### config.mk
export PLATFORM = sky130hd
export DESIGN_NAME = neuron_config_loader
export DESIGN_NICKNAME = d
export VERILOG_FILES = /design/src/rtl/snn_cfg_pkg.sv /design/src/rtl/cfg_byte_shifter.sv /design/src/rtl/neuron_config_loader.sv
export SDC_FILE = /design/constraint.sdc
export NUM_CORES = 1
export LEC_CHECK = 0
export CAP_MARGIN = 20
export CORE_ASPECT_RATIO = 0.9
export CORE_UTILIZATION = 50
export CTS_CLUSTER_SIZE = 30
export DETAILED_ROUTE_END_ITERATION = 10
export PLACE_DENSITY_LB_ADDON = 0.1
export SLEW_MARGIN = 40
export SYNTH_ARGS = -nofsm -noshare
export SYNTH_HDL_FRONTEND = slang
export SYNTH_SLANG_ARGS = --single-unit
### constraint.sdc
create_clock -name clk -period 1.55 [get_ports clk]
set_input_delay 0.31 -clock clk [delete_from_list [all_inputs] [get_ports clk]]
set_output_delay 0.31 -clock clk [all_outputs]
set_load 0.1 [all_outputs]
### src/rtl/snn_cfg_pkg.sv
// Shared definitions for the neuron configuration loader: loader FSM states,
// configuration byte width and the helpers that size the configuration image.
package snn_cfg_pkg;

    typedef enum logic [1:0] {
        IDLE = 2'd0,
        LOAD = 2'd1,
        PEND = 2'd2
    } cfg_state_t;

    localparam int CFG_BYTE_W = 8;

    // Configuration image width: 5 bits per input (2-bit weight, 3-bit delay
    // value), 1 enable bit per input, plus three 2-bit neuron constants.
    function automatic int cfg_width(input int m);
        return m * 6 + 6;
    endfunction

    // Number of bytes needed to carry the configuration image.
    function automatic int cfg_nbytes(input int m);
        return (cfg_width(m) + CFG_BYTE_W - 1) / CFG_BYTE_W;
    endfunction

endpackage

### src/rtl/cfg_byte_shifter.sv
// Shadow register and byte counter. Accepted bytes land LSB-first at the slot
// selected by the counter; bits beyond the configuration width are dropped.
module cfg_byte_shifter
    import snn_cfg_pkg::*;
#(
    parameter int M = 2
) (
    input  logic                                          clk,
    input  logic                                          reset,
    input  logic [CFG_BYTE_W-1:0]                         byte_in,
    input  logic                                          accept,
    input  logic                                          clear,
    output logic [cfg_width(M)-1:0]                       shadow,
    output logic [$clog2(cfg_nbytes(M)+1)-1:0]            count
);

    localparam int CFG_W  = cfg_width(M);
    localparam int NBYTES = cfg_nbytes(M);
    localparam int CNT_W  = $clog2(NBYTES + 1);

    logic [CFG_W-1:0]  shadow_r;
    logic [CFG_W-1:0]  shadow_next_s;
    logic [CNT_W-1:0]  count_r;
    logic [NBYTES-1:0] byte_hit_s;

    // One-hot decode of the byte slot the next accepted byte will fill.
    for (genvar k = 0; k < NBYTES; k++) begin : g_byte_hit
        assign byte_hit_s[k] = (count_r == CNT_W'(k));
    end

    // Per-bit next value: overwrite only the bits of the currently addressed byte.
    for (genvar b = 0; b < CFG_W; b++) begin : g_shadow_bit
        assign shadow_next_s[b] = (accept && byte_hit_s[b / CFG_BYTE_W])
                                  ? byte_in[b % CFG_BYTE_W]
                                  : shadow_r[b];
    end

    // Shadow register: zeroed on reset, otherwise follows the byte writes.
    always_ff @(posedge clk) begin
        if (!reset) begin
            shadow_r <= '0;
        end else begin
            shadow_r <= shadow_next_s;
        end
    end

    // Byte counter: clears on commit/abort, saturates once the image is full.
    always_ff @(posedge clk) begin
        if (!reset) begin
            count_r <= '0;
        end else if (clear) begin
            count_r <= '0;
        end else if (accept && (count_r != CNT_W'(NBYTES))) begin
            count_r <= count_r + CNT_W'(1);
        end else begin
            count_r <= count_r;
        end
    end

    assign shadow = shadow_r;
    assign count  = count_r;

endmodule

### src/rtl/neuron_config_loader.sv
// Neuron configuration loader: collects a configuration image byte by byte
// into a shadow register and applies it atomically to the active neuron
// configuration when the commit window opens.
module neuron_config_loader
    import snn_cfg_pkg::*;
#(
    parameter int M = 2
) (
    input  logic              clk,
    input  logic              reset,
    input  logic [7:0]        cfg_data,
    input  logic              cfg_valid,
    output logic              cfg_ready,
    input  logic              cfg_abort,
    input  logic              commit_en,
    output logic [M*2-1:0]    weights,
    output logic [M*3-1:0]    delay_values,
    output logic [M-1:0]      delays,
    output logic [1:0]        threshold,
    output logic [1:0]        decay,
    output logic [1:0]        refractory_period,
    output logic              neuron_enable,
    output logic              cfg_done
);

    localparam int CFG_W  = cfg_width(M);
    localparam int NBYTES = cfg_nbytes(M);
    localparam int CNT_W  = $clog2(NBYTES + 1);

    // Field offsets inside the shadow image, LSB upward.
    localparam int DV_LO  = M * 2;
    localparam int DE_LO  = M * 5;
    localparam int TH_LO  = M * 6;
    localparam int DC_LO  = M * 6 + 2;
    localparam int RP_LO  = M * 6 + 4;

    cfg_state_t        state_r;
    cfg_state_t        next_state_s;
    logic              accept_s;
    logic              commit_s;
    logic              clear_s;
    logic              last_byte_s;
    logic [CFG_W-1:0]  shadow_s;
    logic [CNT_W-1:0]  byte_count_s;

    logic              cfg_ready_r;
    logic [M*2-1:0]    weights_r;
    logic [M*3-1:0]    delay_values_r;
    logic [M-1:0]      delays_r;
    logic [1:0]        threshold_r;
    logic [1:0]        decay_r;
    logic [1:0]        refractory_period_r;
    logic              neuron_enable_r;
    logic              cfg_done_r;

    cfg_byte_shifter #(
        .M (M)
    ) u_shifter (
        .clk     (clk),
        .reset   (reset),
        .byte_in (cfg_data),
        .accept  (accept_s),
        .clear   (clear_s),
        .shadow  (shadow_s),
        .count   (byte_count_s)
    );

    // An abort in the same cycle as a valid byte discards that byte.
    assign accept_s    = cfg_valid && cfg_ready_r && !cfg_abort;
    assign last_byte_s = (byte_count_s == CNT_W'(NBYTES - 1));

    // Loader FSM next state, commit strobe and counter clear.
    always_comb begin
        next_state_s = state_r;
        commit_s     = 1'b0;
        clear_s      = 1'b0;
        case (state_r)
            IDLE: begin
                if (cfg_abort) begin
                    next_state_s = IDLE;
                    clear_s      = 1'b1;
                end else if (accept_s) begin
                    if (last_byte_s) begin
                        next_state_s = PEND;
                    end else begin
                        next_state_s = LOAD;
                    end
                end else begin
                    next_state_s = IDLE;
                end
            end
            LOAD: begin
                if (cfg_abort) begin
                    next_state_s = IDLE;
                    clear_s      = 1'b1;
                end else if (accept_s && last_byte_s) begin
                    next_state_s = PEND;
                end else begin
                    next_state_s = LOAD;
                end
            end
            PEND: begin
                // Abort wins over a simultaneous commit window.
                if (cfg_abort) begin
                    next_state_s = IDLE;
                    clear_s      = 1'b1;
                end else if (commit_en) begin
                    next_state_s = IDLE;
                    commit_s     = 1'b1;
                    clear_s      = 1'b1;
                end else begin
                    next_state_s = PEND;
                end
            end
            default: begin
                next_state_s = IDLE;
                clear_s      = 1'b1;
            end
        endcase
    end

    // State register plus registered ready, which is high whenever not in PEND.
    always_ff @(posedge clk) begin
        if (!reset) begin
            state_r     <= IDLE;
            cfg_ready_r <= 1'b1;
        end else begin
            state_r     <= next_state_s;
            cfg_ready_r <= (next_state_s != PEND);
        end
    end

    // Active configuration: changes only on commit or reset, all fields together.
    always_ff @(posedge clk) begin
        if (!reset) begin
            weights_r           <= '0;
            delay_values_r      <= '0;
            delays_r            <= '0;
            threshold_r         <= 2'b00;
            decay_r             <= 2'b00;
            refractory_period_r <= 2'b00;
        end else if (commit_s) begin
            weights_r           <= shadow_s[DV_LO-1:0];
            delay_values_r      <= shadow_s[DE_LO-1:DV_LO];
            delays_r            <= shadow_s[TH_LO-1:DE_LO];
            threshold_r         <= shadow_s[DC_LO-1:TH_LO];
            decay_r             <= shadow_s[RP_LO-1:DC_LO];
            refractory_period_r <= shadow_s[CFG_W-1:RP_LO];
        end else begin
            weights_r           <= weights_r;
            delay_values_r      <= delay_values_r;
            delays_r            <= delays_r;
            threshold_r         <= threshold_r;
            decay_r             <= decay_r;
            refractory_period_r <= refractory_period_r;
        end
    end

    // Commit status: one-cycle done pulse and a sticky enable.
    always_ff @(posedge clk) begin
        if (!reset) begin
            cfg_done_r      <= 1'b0;
            neuron_enable_r <= 1'b0;
        end else begin
            cfg_done_r      <= commit_s;
            neuron_enable_r <= neuron_enable_r | commit_s;
        end
    end

    assign cfg_ready         = cfg_ready_r;
    assign weights           = weights_r;
    assign delay_values      = delay_values_r;
    assign delays            = delays_r;
    assign threshold         = threshold_r;
    assign decay             = decay_r;
    assign refractory_period = refractory_period_r;
    assign neuron_enable     = neuron_enable_r;
    assign cfg_done          = cfg_done_r;

endmodule

; ---- Word-level counts from Yosys, hierarchy flattened
; Index checks and enable logic that the tools add are counted.
[word_totals]
mem_bits_rw = 0
regBits = 43
mem_count = 0
latch_bits = 0
inputBits = 13
romBits = 0
wordCells = 48
[op_classes]
shift = 0
bitwise_logic = 2
n_reduce_logical = 11
add_sub_neg = 1
n_eq_ne = 6
mul = 0
muxes = 14
n_div = 0
order_cmp = 0
[ops]
columns = cell, n
row1 = 2-to-1 mux 2 bit, 7
row2 = logical AND 1 bit, 6
row3 = one-hot mux 2 bit (3 select lines), 1
row4 = 2-to-1 mux 1 bit, 5
row5 = equality test 2 x 1 -> 1 bit (second input constant), 2
row6 = equality test 2 bit (second input constant), 2
row7 = logical NOT 2 bit, 2
row8 = != test 2 bit (second input constant), 2
row9 = OR reduction 2 bit, 2
row10 = adder 2 x 1 -> 2 bit (second input constant), 1
row11 = one-hot mux 1 bit (2 select lines), 1
row12 = logical NOT 1 bit, 1
row13 = inverter 1 bit, 1
row14 = OR 1 bit, 1

; ---- Logic depth before layout (Yosys ltp)
; Gate-level depths: netlist of the first run.
[depth]
ltp_word = 7
ltp_mapped = 6
mapped_depth_nobuf = 5

; ---- By module
; From an unflattened synthesis of the first run, not the netlist that was laid out.
[unflattened]
cells_unflattened = 194
area_unflattened_um2 = 1726.7
[by_module_without_submodules]
columns = module, area_each_um2, cells_per_inst, n_inst, seq_area_each_um2
row1 = neuron_config_loader, 892.1, 100, 1, 460.4
row2 = cfg_byte_shifter, 834.6, 94, 1, 400.4

; ---- Worst setup path after synthesis of the first run
; No wires, ideal clock.
[synth_timing]
kind = flip-flop to flip-flop
from = register cfg_ready_r (netlist: cfg_ready)
to = register u_shifter.shadow_r[14] (netlist: u_shifter.shadow[14])
synth_period_minus_slack_ps = 1865
setup_slack_ps = -315
stages_incl_launch_ff = 5
t_required_ps = 1435
t_arrival_ps = 1750
setup_time_ps = 115
path_cell_list = dfxtp_1 -> nand4b_2 -> buf_6 -> nand3_2 -> o21ai_2
[synth_via]
elab_chain_cells = 3
[synth_lines]
columns = item, line_no
row1 = start: declaration, neuron_config_loader.sv:46  ; logic cfg_ready_r;
row2 = start signal: assignment, neuron_config_loader.sv:129  ; cfg_ready_r <= (next_state_s != PEND);
row3 = logical AND 1 bit (2 in series), neuron_config_loader.sv:69  ; assign accept_s = cfg_valid && cfg_ready_r && !cfg_abort;
row4 = logical AND 1 bit, cfg_byte_shifter.sv:33  ; assign shadow_next_s[b] = (accept && byte_hit_s[b / CFG_BYTE_W])
row5 = end signal: assignment, cfg_byte_shifter.sv:43  ; shadow_r <= shadow_next_s;
row6 = end: declaration, cfg_byte_shifter.sv:21  ; logic [CFG_W-1:0] shadow_r;
; Every way passes these cells.
; A chain may end at the register's enable or synchronous reset.

; ---- Worst setup path after layout of the first run
[layout_timing]
from = input port cfg_abort
to = register weights_r[1] (netlist: weights[1])
[layout_via]
elab_chain_cells = 2
[layout_lines]
columns = item, line_no
row1 = start: declaration, neuron_config_loader.sv:14  ; input logic cfg_abort,
row2 = 2-to-1 mux 1 bit, neuron_config_loader.sv:104  ; if (cfg_abort) begin
row3 = 2-to-1 mux 1 bit, neuron_config_loader.sv:77  ; case (state_r)
row4 = end signal: assignment, neuron_config_loader.sv:143  ; weights_r <= shadow_s[DV_LO-1:0];
row5 = end signal: assignment, neuron_config_loader.sv:150  ; weights_r <= weights_r;
row6 = end: declaration, neuron_config_loader.sv:47  ; logic [M*2-1:0] weights_r;
; Every way passes these cells.

==> results of run 1 <==
placed cells by master, fill, tap and decap left out, types with 2 or more instances in the layout:
master / count
dfxtp_1: 42
inv_1: 2
buf_12: 25
nor2_1: 3
nand2_1: 44
o21ai_2: 8
clkbuf_8: 5
ha_1: 4
and4bb_2: 2
nor4b_1: 2
nand3_1: 16
a21boi_2: 18
clkdlybuf4s50_1: 12
o21ai_0: 12
o21a_1: 2
bufinv_16: 2
nand3_2: 2
how the worst max path moves through the flow:
stage	slack, ns	to
2_1_floorplan	0.11	u_shifter.shadow[14]
3_3_place_gp	-0.02	neuron_enable
3_5_place_dp	-0.07	weights[0]
4_1_cts	0.23	refractory_period[0]
5_1_grt	0.12	cfg_ready
6_report	0.24	weights[1]
worst register-to-register path, delay by kind of cell (launching register included):
| family | cells | cell delay [ns] |
|---|---|---|
| compound gates | 1 | 0.18 |
| fa+ha+maj | 1 | 0.21 |
| buf+inv | 1 | 0.09 |
| flops | 1 | 0.41 |
| simple gates | 2 | 0.28 |
flip-flops by register name, indices dropped and copies added, names as in the netlist, 2 cells and up:
| register | cells |
|---|---|
| decay | 2 |
| threshold | 2 |
| u_shifter.count | 2 |
| u_shifter.shadow | 18 |
| weights | 4 |
| refractory_period | 2 |
| delay_values | 6 |
| state_r | 2 |
| delays | 2 |
power by group:
part / total (mW) / internal, mW / switching (mW)
Combinational: 0.119 / 0.0648 / 0.0546
Clock: 1.01 / 0.644 / 0.364
Sequential: 1.13 / 1.12 / 0.00961
area by class of cell:
class	instances	area [um^2]	area share (%)
sequential	43	862	34.4
multi-input combinational	123	821	32.8
timing repair buffer	38	628	25.1
clock buffer	6	72.6	2.90
clock inverter	2	60.1	2.40
tap	44	55.1	2.20
inverter	2	7.51	0.300
per-layer routing:
layer  vias to the layer above  wire length [um]
met4                         0                55
met5                         -                 0
li1                        679                 -
met1                       631              1350
met2                        28              1860
met3                         7               149
kinds of logic after synthesis:
group,synth area share [%]
AOI/OAI and AO/OA,19.8
muxes,0.563
DFF,48.4
and+or+nand+nor,22.4
buffers and inverters,5.42
xor gates and xnor gates,0.493
adders and majority gates,2.82
==> metrics.yaml, run 1 <==
global_route:
  grt_max_degree: 45
  grtUsageMet2_pct: 39.6
  grtUsageMet1_pct: 21.2
  antenna_found_initial: 0
  busiest_layer: "met2"
  grt_pass1_vias: 1309
  grt_pass1_wl_mm: 5.85
  globalRouteMet3Util_pct: 6.40
  grtUsageTotal_pct: 20.9
  overflow: 0
power:
  p_leak_nw: 0.894
  fin_total_pwr_mw: 2.26
  power_density_mw_per_mm2: 900
  ir_drop_mv: 0.731
yosys:
  ys_ff_latch: 43
  seq_area_frac_synth_pct: 48.4
  yosys_warnings: 0
  synthArstFlopShare_pct: 0
  yosysMostFrequentCell: "nand2_1"
  synth_edf_count: 0
  syn_nets: 196
  synth_area_leaders: "dfxtp_1 (48%), a21boi_2 (11%), nand2_1 (9.3%)"
  post-synth-top-area-cell: "dfxtp_1"
  synth_area_mm2: 0.00178
  ys_top_cells_by_count: "nand2_1 (44), dfxtp_1 (43), a21boi_2 (18)"
  synth_ff_type: "dfxtp_1"
  ys_types: 28
  avgSynthCellArea_um2: 9.93
  syn-instance-count: 179
  synth_top_area_share_pct: 48.4
detailed_routing:
  wire_per_inst_um: 13.2
  route.detailed.drc: 0
  vias: 1345
  drt-total-wl_mm: 3.41
  antenna_left: 0
  vias_per_cell: 5.21
  first_pass_iters: 4
  initialDrtViolationCount: 62
worst_setup_path:
  timing.rr.start: "u_shifter.count[0]"
  crit_chain: "clkdlybuf4s50_1 -> and4bb_2 -> buf_12 -> nand2_1 -> a21boi_2"
  critical_path_buf_inv_count: 2
  crit_fanout: 20
  worstReg2RegEnd: "state_r[1]"
  crit_type: "primary input to flip-flop"
  path_depth: 5
  crit_path_start: "cfg_abort"
  cp.required_ns: 1.79
  end_kind: "flip-flop"
  start_kind: "primary input"
  critical_path_arrival_ns: 1.55
  critical-path-slowest-cell: "clkdlybuf4s50_1"
  crit_family: "buffers and inverters"
  reg2regPathDepth: 5
  slowest_delay_ns: 0.50
  rrSetupSlack_ns: 0.27
timing:
  fin_crit_sh_pct: 84.6
  slew_violations: 0
  whs_ns: 0.463
  fin_ws_ns: 0.238
  setup_viol: 0
  max_slew.worst_pin.slew_ns: 0.376
  fmaxAchievable_ghz: 0.762
  fin_crit_ns: 1.31
  relSlewSlack_pct: 74.6
  finalSetupTns_ns: 0
  finalHoldViolCount: 0
  rsz0062_at_grt: "no"
  worst_clock_skew_ns: 0.00702
placed_design:
  dp_hpwl_mm: 2.45
  dp.cells: 250
  pre_cts_slack_ns: -0.0699
  placed_area_mm2: 0.00237
  gp_congestion: 0.692
  io_buffers: 33
clocking:
  cts_hold_repair.buffers: 0
  post-cts-setup-buffer-count: 0
  cts_tree: "yes"
  h-tree-depth: 2
  cts_made_buffers: 5
  cts_max_path_buffers: 2
  clock_latency_ns: 0.29
  cts.sinks: 43
  cts.repair.resized: 0
  root_buffer: "clkbuf_8"
  cts.reportedPaths.clkPinSlew_ns: 0.08
status:
  status: "finished, final reports clean"
floorplan:
  start_util_pct: 52.6
  die-height_um: 58.6
  core_area_mm2: 0.00338
  rows: 20
  die_x_um: 64.9
  pin_count: 34
  dieArea_mm2: 0.00380
finish:
  fin_util_pct: 74.2
  final_cell_area_mm2: 0.00251
  syn2layout_area_growth_pct: 41.0
  n_fill_cell: 245
  diodes: 0
  final_cells: 258
  fin_nets: 230
  layout-drive-gt1-share_pct: 31.3
hold_path:
  hp-class: "flip-flop to flip-flop"
  worst_hold_startpoint: "u_shifter.shadow[12]"
  holdPathEnd: "threshold[0]"
  hold_depth: 2
flow_run:
  drv_cap: 0
(Power assumes the default switching activity.)
==> inputs of run 2 (changes only) <==
--- a/config.mk
+++ b/config.mk
@@ -7,7 +7,7 @@
 export LEC_CHECK = 0
 export CAP_MARGIN = 20
 export CORE_ASPECT_RATIO = 0.9
-export CORE_UTILIZATION = 50
+export CORE_UTILIZATION = 46
 export CTS_CLUSTER_SIZE = 30
 export DETAILED_ROUTE_END_ITERATION = 10
 export PLACE_DENSITY_LB_ADDON = 0.1
==> constraint.sdc (replaced) <==
create_clock -name clk -period 1.15 [get_ports clk]
set_input_delay 0.23 -clock clk [delete_from_list [all_inputs] [get_ports clk]]
set_output_delay 0.23 -clock clk [all_outputs]
set_load 0.1 [all_outputs]
==> run 2 against run 1 <==
  * The flow now finishes with violations (setup timing)
  * Sequential power up 35%
  * Worst setup slack lost 0.31 ns
  * Sequential cell count unchanged
  * Clock skew fell by 0.0013 ns
  * Clock-buffer cell count is the same
  * Final cell count is 6.6% higher
  * First-iteration DRC count is 6.5% lower
  * Routed wire length increased by 31%
  * Sequential share of layout area shrank 3.1 points
  * Global-route usage down 1.3 points
  * Core utilization up 3.7 points
  * Critical endpoint is now u_shifter.shadow[8]
  * Largest power group unchanged
  * Highest routed layer unchanged
==> metrics.yaml, run 2 (same netlist as run 1, synthesis figures left out) <==
status:
  violations: "setup timing"
  status: "finished, violations left"
timing:
  worst_clock_skew_ns: 0.00568
  whs_ns: 0.357
  relSlewSlack_pct: 72.4
  setup_viol: 31
  fin_ws_ns: -0.0698
  finalSetupTns_ns: -0.965
  rsz0062_at_grt: "yes"
  max_slew.worst_pin.slew_ns: 0.414
  slew_violations: 0
  finalHoldViolCount: 0
  fin_crit_ns: 1.22
  fmaxAchievable_ghz: 0.820
  fin_crit_sh_pct: 106
finish:
  fin_util_pct: 77.9
  fin_nets: 245
  final_cell_area_mm2: 0.00289
  largest_reg_flops: 18
  final_cells: 275
  syn2layout_area_growth_pct: 62.4
  final_common_cell: "nand2_1"
  layout-drive-gt1-share_pct: 61.1
  diodes: 0
  final_cell_mix: "nand2_1 (29), buf_12 (24), dfxtp_1 (19), dfxtp_2 (19), a21boi_2 (18)"
global_route:
  grt_pass1_wl_mm: 5.62
  antenna_found_initial: 0
  grtUsageTotal_pct: 19.5
  grt_max_degree: 30
  grt_pass1_vias: 1202
  overflow: 0
worst_setup_path:
  end_kind: "flip-flop"
  crit_type: "flip-flop to flip-flop"
  cp.required_ns: 1.35
  critical_path_buf_inv_count: 2
  crit_fanout: 16
  start_kind: "flip-flop"
  crit_chain: "inv_4 -> ha_2 -> nand4b_4 -> buf_12 -> nand3_1 -> o21ai_2"
  critical-path-slowest-cell: "dfxtp_4"
  crit_family: "flip-flops"
  critical_path_arrival_ns: 1.42
  slowest_delay_ns: 0.38
detailed_routing:
  vias: 1456
  first_pass_iters: 4
  wl_met1_mm: 1.90
  drt-total-wl_mm: 4.47
  initialDrtViolationCount: 58
  wl_met3_um: 143
  top_layer: "met4"
  wire_per_inst_um: 16.2
  vias_per_cell: 5.29
  route.detailed.drc: 0
  wl_met2_mm: 2.35
  antenna_left: 0
placed_design:
  placed_area_mm2: 0.00242
  dp_hpwl_mm: 2.43
  gp_congestion: 0.766
  io_buffers: 33
  pre_cts_slack_ns: -0.418
  dp.cells: 257
power:
  p_int_mw: 2.04
  ir_drop_mv: 0.587
  p_leak_nw: 1.18
  fin_total_pwr_mw: 2.70
  switching_share_pct: 24.5
  switchingPower_uw: 662
  p_seq_share_pct: 56.4
  clock_power_share_pct: 35.6
  power_density_mw_per_mm2: 935
  comb_power_share_pct: 8.0
floorplan:
  rows: 21
  die_x_um: 67.5
  dieArea_mm2: 0.00412
  pin_count: 34
  core_area_mm2: 0.00370
  die-height_um: 61.0
  start_util_pct: 48.0
clocking:
  cts.reportedPaths.clkPinSlew_ns: 0.08
  cts.sinks: 43
  cts_hold_repair.buffers: 0
  cts_max_path_buffers: 2
  root_buffer: "clkbuf_8"
  clock_latency_ns: 0.30
  h-tree-depth: 2
  cts_tree: "yes"
  cts_made_buffers: 5
hold_path:
  hp-class: "primary input to flip-flop"
flow_run:
  drv_cap: 0
run 2: cell types whose count changed in the layout (fill, tap and decap cells not counted), sizes merged:
cell,previous run,this run
clkdlybuf4s50,12,9
bufinv,2,0
clkinvlp,0,1
clkbuf,6,9
dlymetal6s2s,0,1
dlygate4sd2,0,1
clkinv,0,1
nand4b,3,4
buf,26,38
run 2: final cells by class:
cell class	instances	area, um^2
Clock buffer	6	72.6
Clock inverter	2	12.5
Fill cell	215	818
Inverter	2	12.5
Multi-Input combinational cell	124	1060
Sequential cell	43	903
Tap cell	46	57.6
Timing Repair Buffer	52	767
run 2: power by group through the flow:
stage | Combinational [mW] | Clock, mW | Sequential, mW
6_report | 0.217 | 0.960 | 1.52
5_1_grt | 0.234 | 1.02 | 1.52
4_1_cts | 0.185 | 0.973 | 1.52
3_5_place_dp | 0.170 | 0 | 1.55
3_3_place_gp | 0.165 | 0 | 1.55
2_1_floorplan | 0.0947 | 0 | 1.55
run 2: worst register-to-register path, stage by stage (launching register included):
cell	delay [ns]
dfxtp_4	0.38
inv_4	0.07
ha_2	0.19
nand4b_4	0.12
buf_12	0.19
nand3_1	0.11
o21ai_2	0.06
run 2: what timing repair did:
item | 4_1_cts | 5_1_grt
resized for setup | 15 | 66
endpoints found under the setup margin | 43 | 41
setup buffers | 2 | 3
pin swaps | 4 | 41
cloned | 1 | 4
run 2: worst paths after layout:
kind	cells past startpoint	slack [ns]	end	startpoint
max	6	-0.07	u_shifter.shadow[8]	u_shifter.count[1]
min	3	0.36	cfg_ready	cfg_abort
max reg2reg	6	-0.07	u_shifter.shadow[8]	u_shifter.count[1]
min reg2reg	2	0.46	delay_values[4]	u_shifter.shadow[8]
run 2: metal layers:
layer / GRT usage, % / vias up
li1: - / 720
met1: 24.1 / 701
met2: 31.7 / 28
met3: 4.70 / 7
met4: 10.0 / 0
met5: 0 / -
==> variant 1: new RTL, config.mk and constraints of run 2 <==
`M` is set to 2 in 2 places; all go to 1.
--- a/src/rtl/cfg_byte_shifter.sv
+++ b/src/rtl/cfg_byte_shifter.sv
@@ -3,7 +3,7 @@
 module cfg_byte_shifter
     import snn_cfg_pkg::*;
 #(
-    parameter int M = 2
+    parameter int M = 1
 ) (
     input  logic                                          clk,
     input  logic                                          reset,
--- a/src/rtl/neuron_config_loader.sv
+++ b/src/rtl/neuron_config_loader.sv
@@ -4,7 +4,7 @@
 module neuron_config_loader
     import snn_cfg_pkg::*;
 #(
-    parameter int M = 2
+    parameter int M = 1
 ) (
     input  logic              clk,
     input  logic              reset,
Ports: changed (resized delay_values, delays and weights); port bits go from 34 to 28. No check against the original RTL was run, so the function may have changed too.
==> variant 1 against run 2 <==
- cell area decreased by 31%
- routed wire length down 28%
- sequential share of layout area increased by 1.3 points
- synthesized area fell by 33%
- critical path type unchanged
- core utilization up 2.3 points
- non-clock buffer count is 18 lower
- the run still ends with setup timing left
- power decreased by 21%
- sequential cell count decreased by 12
- worst setup slack got worse by 0.0011 ns
==> variant 1: results (changes against run 2) <==
The flip-flop count of the largest register after layout is 12 (-6). The mean number of vias per cell is 5.54 (+4.6%). The run gives 23 (-18%) as the number of different library cells in the post-synthesis netlist. After synthesis, the cell types taking the most area are sky130_fd_sc_hd__dfxtp_1, sky130_fd_sc_hd__nand2_1, sky130_fd_sc_hd__a21boi_1, sky130_fd_sc_hd__o21ai_1, sky130_fd_sc_hd__nand3_1. The number of instances in the synthesized netlist is 131 (-27%), and the largest fanout on the critical path is 2 (-14).

The actual transition at the worst max-transition pin is 0.459 ns (+0.0447 ns), and the latest clock arrival within the worst-skew pair is 0.34 ns (+0.04 ns). The final count of negative-setup-slack endpoints was 10 (-68%); the final worst setup slack was -0.0709 ns (-0.00108 ns). Number of global-route vias before repair: 1022 (-15%). By count the netlist is led by sky130_fd_sc_hd__nand2_1, sky130_fd_sc_hd__dfxtp_1, sky130_fd_sc_hd__o21ai_1.

The met3 wire length was 167 um (+17%); the number of buffers added on ports was 27 (-18%). Clock tree synthesis selected as its root buffer the cell sky130_fd_sc_hd__clkbuf_4. Number of nets in the synthesized netlist: 147 (-25%). The placed wire-length estimate after detailed placement came out at 1820 um (-25%). The share of cells above drive strength 1 is 42.0% (-19 points).

The clock edge transition at the registers on the reported setup and hold paths was 0.10 ns (+0.02 ns); the worst path arrival time was 1.47 ns (+0.05 ns). The checks that failed: setup timing. The run gives 0.00171 mm^2 (-29%) as the total placed instance area. The placed instance count is 185 (-28%), and the total length of routed met2 wires is 1660 um (-29%). The pre-CTS setup slack was -0.477 ns (-0.0584 ns).

The mean routed wirelength per cell is 16.3 um (+0.16%). The flow ran to the end, but the final reports show violations. The tools report the wire length of the first global-routing pass as 4730 um (-16%). The total routed wire length on the met1 layer is 1280 um (-33%).
[variant 1: cell count changes after synthesis, moves of 2 or more]
| cell | change |
|---|---|
| sky130_fd_sc_hd__nand3_2 | -2 |
| sky130_fd_sc_hd__o21ai_0 | -11 |
| sky130_fd_sc_hd__a21boi_2 | -18 |
| sky130_fd_sc_hd__a21boi_1 | +12 |
| sky130_fd_sc_hd__o21ai_2 | -8 |
| sky130_fd_sc_hd__buf_6 | -2 |
| sky130_fd_sc_hd__nand3_1 | -4 |
| sky130_fd_sc_hd__nand2_1 | -12 |
| sky130_fd_sc_hd__o21ai_1 | +13 |
| sky130_fd_sc_hd__dfxtp_1 | -12 |
[variant 1: worst max-delay path, stage by stage (launching register included)]
cell and delay (ns):
sky130_fd_sc_hd__dfxtp_2 0.35, sky130_fd_sc_hd__inv_2 0.05, sky130_fd_sc_hd__ha_2 0.16, sky130_fd_sc_hd__and4bb_2 0.32, sky130_fd_sc_hd__mux2i_1 0.20, sky130_fd_sc_hd__nor2_1 0.05
[variant 1: area by class of cell]
| type | count | area, um^2 |
|---|---|---|
| clock buffer | 7 | 76.3 |
| tap | 28 | 35.0 |
| inverter | 2 | 7.51 |
| multi-input combinational | 94 | 706 |
| clock inverter | 1 | 5.00 |
| fill | 152 | 488 |
| timing repair buffer | 34 | 505 |
| sequential | 31 | 644 |
[variant 1: metal layers]
layer	GRT usage, %	vias to the layer above
met1	25.2	514
met5	0	-
met3	9.02	12
met4	7.50	0
met2	39.4	33
li1	-	532
[variant 1: power by group]
part / switching [W] / total, W / internal [W]
Sequential: 0.0000174 / 0.00111 / 0.00109
Clock: 0.000399 / 0.000825 / 0.000426
Combinational: 0.0000928 / 0.000193 / 0.000100
[variant 1: cells by family (layout without fill, tap and decap cells)]
group	Yosys count	in the layout	synth area share, %
XOR/XNOR	1	1	0.732
flip-flops	31	31	51.9
multiplexers	1	1	0.837
AO/OA/AOI/OAI	29	29	15.1
adder cells (fa/ha/maj)	3	3	3.14
AND/OR/NAND/NOR	57	60	24.6
buffers and inverters	9	44	3.77
[variant 1: repair_timing]
item                                    in CTS  in global routing
pin swaps                                    3                 11
gates resized for setup                      7                 22
endpoints found under the setup margin      26                 31
setup buffers                                1                  0
hold endpoints to repair                     0                  0
cloned                                       1                  2
[variant 1: worst paths after layout]
path                                             to  slack [ns]  cells after the start                               from
setup reg to reg    u_shifter.count[1]$_SDFFE_PP0P_       -0.07                      5    u_shifter.count[0]$_SDFFE_PP0P_
setup / recovery    u_shifter.count[1]$_SDFFE_PP0P_       -0.07                      5    u_shifter.count[0]$_SDFFE_PP0P_
hold / removal                 cfg_ready$_SDFF_PN1_        0.38                      3                          commit_en
hold reg to reg   refractory_period[1]$_SDFFE_PN0P_        0.46                      2  u_shifter.shadow[11]$_SDFFE_PN0P_
==> variant 2: new RTL, config.mk and constraints of run 2 <==
Made on the original files. Add an input register stage for `cfg_data`, `cfg_valid` and `cfg_abort`; this delays them by one clock. The other inputs are not delayed to match.
--- a/src/rtl/neuron_config_loader.sv
+++ b/src/rtl/neuron_config_loader.sv
@@ -34,6 +34,16 @@
     localparam int DC_LO  = M * 6 + 2;
     localparam int RP_LO  = M * 6 + 4;
 
+    logic [7:0] cfg_data_q;
+    logic cfg_valid_q;
+    logic cfg_abort_q;
+
+    always_ff @(posedge clk) begin
+        cfg_data_q  <= cfg_data;
+        cfg_valid_q <= cfg_valid;
+        cfg_abort_q <= cfg_abort;
+    end
+
     cfg_state_t        state_r;
     cfg_state_t        next_state_s;
     logic              accept_s;
@@ -58,7 +68,7 @@
     ) u_shifter (
         .clk     (clk),
         .reset   (reset),
-        .byte_in (cfg_data),
+        .byte_in (cfg_data_q),
         .accept  (accept_s),
         .clear   (clear_s),
         .shadow  (shadow_s),
@@ -66,7 +76,7 @@
     );
 
     // An abort in the same cycle as a valid byte discards that byte.
-    assign accept_s    = cfg_valid && cfg_ready_r && !cfg_abort;
+    assign accept_s    = cfg_valid_q && cfg_ready_r && !cfg_abort_q;
     assign last_byte_s = (byte_count_s == CNT_W'(NBYTES - 1));
 
     // Loader FSM next state, commit strobe and counter clear.
@@ -76,7 +86,7 @@
         clear_s      = 1'b0;
         case (state_r)
             IDLE: begin
-                if (cfg_abort) begin
+                if (cfg_abort_q) begin
                     next_state_s = IDLE;
                     clear_s      = 1'b1;
                 end else if (accept_s) begin
@@ -90,7 +100,7 @@
                 end
             end
             LOAD: begin
-                if (cfg_abort) begin
+                if (cfg_abort_q) begin
                     next_state_s = IDLE;
                     clear_s      = 1'b1;
                 end else if (accept_s && last_byte_s) begin
@@ -101,7 +111,7 @@
             end
             PEND: begin
                 // Abort wins over a simultaneous commit window.
-                if (cfg_abort) begin
+                if (cfg_abort_q) begin
                     next_state_s = IDLE;
                     clear_s      = 1'b1;
                 end else if (commit_en) begin
Function: changed (Yosys sat finds a counterexample within 4 cycles, from zero or initial values and one cycle with reset low).
==> variant 2 against run 2 <==
- the run still ends with setup timing left
- power up 14%
- worst setup slack worse by 0.0050 ns
- cell area up 1.6%
- routed wire length down 6.7%
- synthesized area up 8.5%
- global-route usage down 2.6 points
- sequential cell count up 10
- sequential power up 24%
- largest cell class is now sequential cells
==> variant 2: results (changes against run 2) <==
The register share of total power came out at 61.8% (+5.4 points). The tools report the routing usage on met1 as 21.1% (-3.0 points). The final count of negative-setup-slack endpoints is 23 (-26%), and the leakage power total is 1.07 nW (-9.2%). The flow ran to the end, but the final reports show violations. The mean number of vias per cell is 5.23 (-1.3%). The fraction of the mapped netlist area in compound gates came out at 16.7% (-3.1 points).

The number of different library cells in the post-synthesis netlist is 27 (-3.6%). Final worst setup slack: -0.0748 ns (-0.00498 ns). The number of nets in the synthesized netlist is 206 (+5.1%), and the pin count of the biggest net entering global routing is 47 (+57%). The largest clock skew in the final design is 0.00333 ns (-0.00235 ns), and the total of cells resized after clock tree synthesis is 12 (-3). The share of cells above drive strength 1 is 45.2% (-16 points).

The tools report the final weighted congestion of routability-driven global placement as 0.733 (-4.3%). The actual transition at the worst max-transition pin is 0.312 ns (-0.102 ns). The tools report the placed instance count as 268 (+4.3%). The parity-gate share of the synthesized area counting xor and xnor cells came out at 0.454% (-0.039 points). The largest fanout on the critical path works out to 4 (-12). The run gives 17.0% (-2.6 points) as the aggregate global-route resource usage. The fraction of met3 tracks used by global routing is 4.32% (-0.38 points), and the worst IR drop on VDD is 1210 uV (+110%). Mean routed wirelength per cell: 14.6 um (-10%). By count the netlist is led by sky130_fd_sc_hd__dfxtp_1, sky130_fd_sc_hd__nand2_1, sky130_fd_sc_hd__nand3_1. The tools report the layout multi-input combinational cell count as 125 (+0.81%). The number of non-clock buffers works out to 51 (-1.9%).

The met2 routing resource usage after global routing came out at 29.4% (-2.3 points). The worst hold path terminates at cfg_valid_q$_DFF_P_. The mean instance size in the synthesized netlist was 10.2 um^2 (+2.8%).

The total placed instance area was 0.00259 mm^2 (+7.0%). The sum of negative setup slack is -0.649 ns (+0.316 ns). The final reports fail on setup timing. The tools report the number of flip-flops and latches as 53 (+23%). The sequential share of cell area is 37.6% (+6.3 points), and the placed wire-length estimate after detailed placement is 2440 um (+0.56%). The switching share of power came out at 21.5% (-3.1 points). Sorting the synthesized cells by area gives the leading types as sky130_fd_sc_hd__dfxtp_1, sky130_fd_sc_hd__nand2_1, sky130_fd_sc_hd__a21boi_2, sky130_fd_sc_hd__nand3_1, sky130_fd_sc_hd__o21ai_2.
[variant 2: cell count changes after synthesis, moves of 2 or more]
cell,run 2,this run
sky130_fd_sc_hd__a21boi_1,0,8
sky130_fd_sc_hd__a21boi_2,18,10
sky130_fd_sc_hd__buf_4,1,3
sky130_fd_sc_hd__dfxtp_1,43,53
sky130_fd_sc_hd__nand3_1,16,18
sky130_fd_sc_hd__nand3_2,2,0
[variant 2: worst max-delay path, stage by stage, from the launching register on]
cell                       delay (ns)
sky130_fd_sc_hd__dfxtp_4         0.37
sky130_fd_sc_hd__ha_4            0.16
sky130_fd_sc_hd__and4bb_2        0.33
sky130_fd_sc_hd__mux2i_1         0.19
sky130_fd_sc_hd__nor2_1          0.07
[variant 2: per-layer routing]
layer  part of all wire (%)  up-vias
li1                       -      744
met1                     44      709
met2                     51       33
met3                    4.2        4
met4                   0.74        0
met5                      0        -
